File: src/rtl/sll.sv
// Immediate formatter for the MIPS datapath.
// Turns the 16-bit instruction immediate into a 32-bit operand, either
// placed in the upper half (LUI-style) or zero-extended into the lower
// half. The result is registered, so it appears one clock after the
// imm/sllOp pair is sampled.
module sll #(
  parameter int IMM_W = 16,
  parameter int OUT_W = 32,
  parameter int SHAMT = 16
) (
  input  logic             clk,
  input  logic             reset,
  input  logic [IMM_W-1:0] imm,
  input  logic             sllOp,
  output logic [OUT_W-1:0] sllImm
);

  // Zero-extended immediate. Every upper bit is zero, so bit IMM_W-1 is
  // never replicated and the value is never sign-extended.
  logic [OUT_W-1:0] zeroExt;
  // Immediate moved into the upper half with a zero lower half.
  logic [OUT_W-1:0] shifted;
  // Value the register captures on the next rising edge.
  logic [OUT_W-1:0] nextImm;

  assign zeroExt = OUT_W'(imm);
  assign shifted = zeroExt << SHAMT;

  // Select the format. A conditional operator is used rather than
  // if/else so that an unknown sllOp is not silently resolved to one
  // branch in simulation: the differing bits go unknown instead.
  always_comb begin
    nextImm = '0;
    nextImm = sllOp ? shifted : zeroExt;
  end

  // Output register: loads every cycle, and reset clears it
  // synchronously, taking priority over the data inputs.
  always_ff @(posedge clk) begin
    if (reset) begin
      sllImm <= '0;
    end else begin
      sllImm <= nextImm;
    end
  end

endmodule

File: config.mk
export PLATFORM = sky130hd
export DESIGN_NAME = sll
export DESIGN_NICKNAME = d
export VERILOG_FILES = /design/src/rtl/sll.sv
export SDC_FILE = /design/constraint.sdc
export NUM_CORES = 1
export LEC_CHECK = 0
export ABC_AREA = 1
export CORE_MARGIN = 8
export CORE_UTILIZATION = 36
export CTS_BUF_LIST = sky130_fd_sc_hd__clkbuf_16
export CTS_CLUSTER_DIAMETER = 30
export CTS_CLUSTER_SIZE = 14
export DETAILED_ROUTE_END_ITERATION = 7
export HOLD_SLACK_MARGIN = 0.08
export PLACE_DENSITY_LB_ADDON = 0.25
export SLEW_MARGIN = 20
export SYNTH_ARGS = -nofsm -noshare
export SYNTH_HDL_FRONTEND = slang
export SYNTH_SLANG_ARGS = --single-unit
File: constraint.sdc
create_clock -name clk -period 0.8 [get_ports clk]
set_input_delay 0.16 -clock clk [delete_from_list [all_inputs] [get_ports clk]]
set_output_delay 0.16 -clock clk [all_outputs]
set_load 0.01 [all_outputs]
Yosys cells after proc, flatten, opt, wreduce, memory -nomap -nowiden
Index checks and enable logic that the tools add are counted.
- flip-flop bits (word level): 32
- input port bits: 19
- word-level logic and storage cells: 5
- bitwise gates (word level): 1
- reductions and logical operators: 2
- operator list (operator ; count):
    $reduce_or A2 Y1 ; 2
    $not A1 Y1 ; 1

Longest topological paths before layout
- depth after elaboration: 2
- mapped depth: 4
- depth with buffers taken out: 3

Worst setup path before layout
OpenSTA, ideal clock, no wires.
- path type: input to register
- start: input port reset
- end: register sllImm[19]
- library setup time: 0.112 ns
- arrival: 0.468 ns
- required time: 0.688 ns
- slack: 0.219 ns
- stages on the path: 4
- path buffers: 1
- path through: inv_2 > nand2_4 > buf_6 > nor2_2
- cells in the longest elaborated chain, start to end: 1
- ends and longest elaborated chain (item ; RTL line ; text):
    start, declared ; 12 ; input logic reset,
    $reduce_or A2 Y1 (no source line) ; -- ;
    end signal, assigned ; 43 ; sllImm <= nextImm;
    end, declared ; 15 ; output logic [OUT_W-1:0] sllImm
No other way between the ends.
A chain may end at the register's enable or synchronous reset.

Final worst setup path
- start: register sllImm[3]
- end: output port sllImm[3]
No word-level cell between the ends.

==> impl_metrics.csv <==
group,metric,value,unit
place,gp_congestion,0.7067,
power,p_sw,776.7,µW
timing,slew_viol_final,0,
synthesis,yosysSeqAreaShare,0.7091,
timing,finalSetupTns,-1.489,ns
power,p_clk_frac,0.453,
synthesis,synth_area_per_cell,10.50,µm²
setup_path,crit_path_end_kind,"output pin",
route,vias_per_cell,4.126,
layout,final_common_cell,"nor2_1",
layout,nets,162,
setup_path,path_max_fanout,1,
clocking,root_buffer,"clkbuf_16",
layout,drive_gt1_frac,0.4792,
synthesis,synth-seq-cells,32,
place,dp.final_hpwl,1526,µm
grt,grt-ovfl-total,0,
clocking,htreeDepth,2,
clocking,cts_hold_buf,0,
hold_path,hold_path.class,"input port to flip-flop",
synthesis,syn_inst,86,
grt,grt_pass1_vias,750,
grt,grt_pass1_wl,3312,µm
outcome,status,"finished, violations left",
synthesis,synth_area,903.4,µm²
grt,grt_max_degree,17,
setup_path,cpLargestDelayFamily,"flip-flops",
floorplanning,design.die.area,4369,µm²
route,route.detailed.drc,0,
timing,max-slew-margin-rel,0.7345,
timing,fin_crit_sh,1.069,
timing,fin_ws,-0.05545,ns
clocking,cts_tree,"done",
timing,whs,0.3824,ns
grt,antenna_found_initial,0,
floorplanning,die_h,66.10,µm
setup_path,criticalPathCategory,"flip-flop to output pin",
clocking,clk_path_buf_depth,2,
power,p_int,2966,µW
setup_path,start_kind,"flip-flop",
layout,mostFrequentLayoutCells,"20 x nor2_1, 18 x inv_1, 18 x buf_2, 18 x dfxtp_1, 16 x clkdlybuf4s50_1",
floorplanning,coreArea,2432,µm²
layout,top_register,"sllImm",
route,vias,718,
power,p_seq_frac,0.451,
timing,rsz0062_at_grt,"yes",
timing,worst_slew_pin_slew,0.3982,ns
floorplanning,die_w,66.10,µm
setup_path,worst_path_largest_cell_delay,0.32,ns
timing,fin_crit,0.8555,ns
timing,final-hold-violation-count,0,
layout,syn2layout_area_growth,73.13,%
power,max-vdd-ir-drop,1.989,mV
setup_path,critPathBufInv,1,
clocking,clock_sinks,32,
floorplanning,rows,18,
setup_path,worstPathRequired,0.64,ns
synthesis,synth_nets,105,
synthesis,synth_cell_types,8,
clocking,clkTransAtPathRegs,0.05,ns
power,pwr-share-comb,0.096,
route,drt_iter0_markers,7,
floorplanning,initial_utilization,0.3714,
setup_path,path_cells,"buf_6",
route,post_drt_wl_per_cell,12.67,µm
layout,largest_reg_flops,32,
floorplanning,io_pins,51,
route,drt_pass1_iterations,4,
job,drv_cap,0,
place,port_buffers,50,
setup_path,cpMaxStageDelayCell,"dfxtp_2",
clocking,numCtsBuffers,5,
timing,clock.fmax,1169,MHz
route,drtAntennaViolNets,0,
power,sw_frac_of_total,0.2075,
setup_path,cp.arrival,0.70,ns
layout,biggestRegsByFlops,"sllImm: 32 flops",
power,leakagePower,0.0007825,µW
layout,diodes,0,
power,p_per_area,2393,nW/µm²
timing,setup_viol,32,
synthesis,yosysWarnings,0,
grt,track_usage,0.09834,
outcome,violations,"negative setup slack",
route,wirelength,2204,µm
## cells by family after synthesis
logic type / count (synthesis) / share of synthesized area
buffers and inverters: 20 / 0.09973
AND/OR/NAND/NOR: 34 / 0.1911
flip-flops: 32 / 0.7091
## final timing paths
kind	from	end	slack [ns]	cells past startpoint
max	sllImm[3]	sllImm[3]	-0.06	1
min	reset	sllImm[17]	0.38	4
## routing by layer
metal	vias to the layer above	wire length, µm	track usage
met5	-	0	0
met1	323	910	0.09763
met2	37	1005	0.1544
met4	0	0	0.04000
li1	358	-	-
met3	0	288	0.07119
## repair_timing
| item | CTS | global route |
|---|---|---|
| resized for setup | 135 | 32 |
| setup buffers | 0 | 0 |
| pin swaps | 0 | 2 |
| cloned | 0 | 2 |
| endpoints found under the setup margin | 60 | 58 |
## synthesized netlist by cell type
library cell  number  area share
dfxtp_1           32        0.71
nor2_1            22       0.091
inv_1             16       0.066
nor2_2             9       0.062
buf_6              2       0.025
inv_2              2      0.0083
nand2_4            2       0.025
nor2_4             1       0.012
## layout make-up
| class | instances | area, µm² |
|---|---|---|
| Timing Repair Buffer | 50 | 430.4 |
| Fill cell | 207 | 868.3 |
| Clock buffer | 5 | 125.1 |
| Sequential cell | 32 | 658.1 |
| Tap cell | 30 | 37.54 |
| Inverter | 18 | 75.07 |
| Clock inverter | 3 | 11.26 |
| Multi-Input combinational cell | 36 | 226.5 |
## stage by stage
stage               cells    util  instance area (µm²)  worst slack, ns  power (µW)
finish                174  0.6430                 1564         -0.05545        3743
detailed placement    164  0.5833                 1419          -0.3321        2066
global placement      164  0.5833                 1419          -0.2991        2059
floorplan              86       -                903.4           0.2194        1841
CTS                   172  0.5864                 1426         -0.07846        3715
global route          174  0.6430                 1564         -0.08072        3906
## power by group through the flow
stage | Sequential (µW) | Clock, µW | Combinational (µW)
floorplan | 1740 | 0 | 97.2
global placement | 1710 | 0 | 351
detailed placement | 1710 | 0 | 356
CTS | 1680 | 1720 | 312
global route | 1690 | 1820 | 393
finish | 1690 | 1690 | 359
Note: power is estimated with default switching activity, not from simulation.
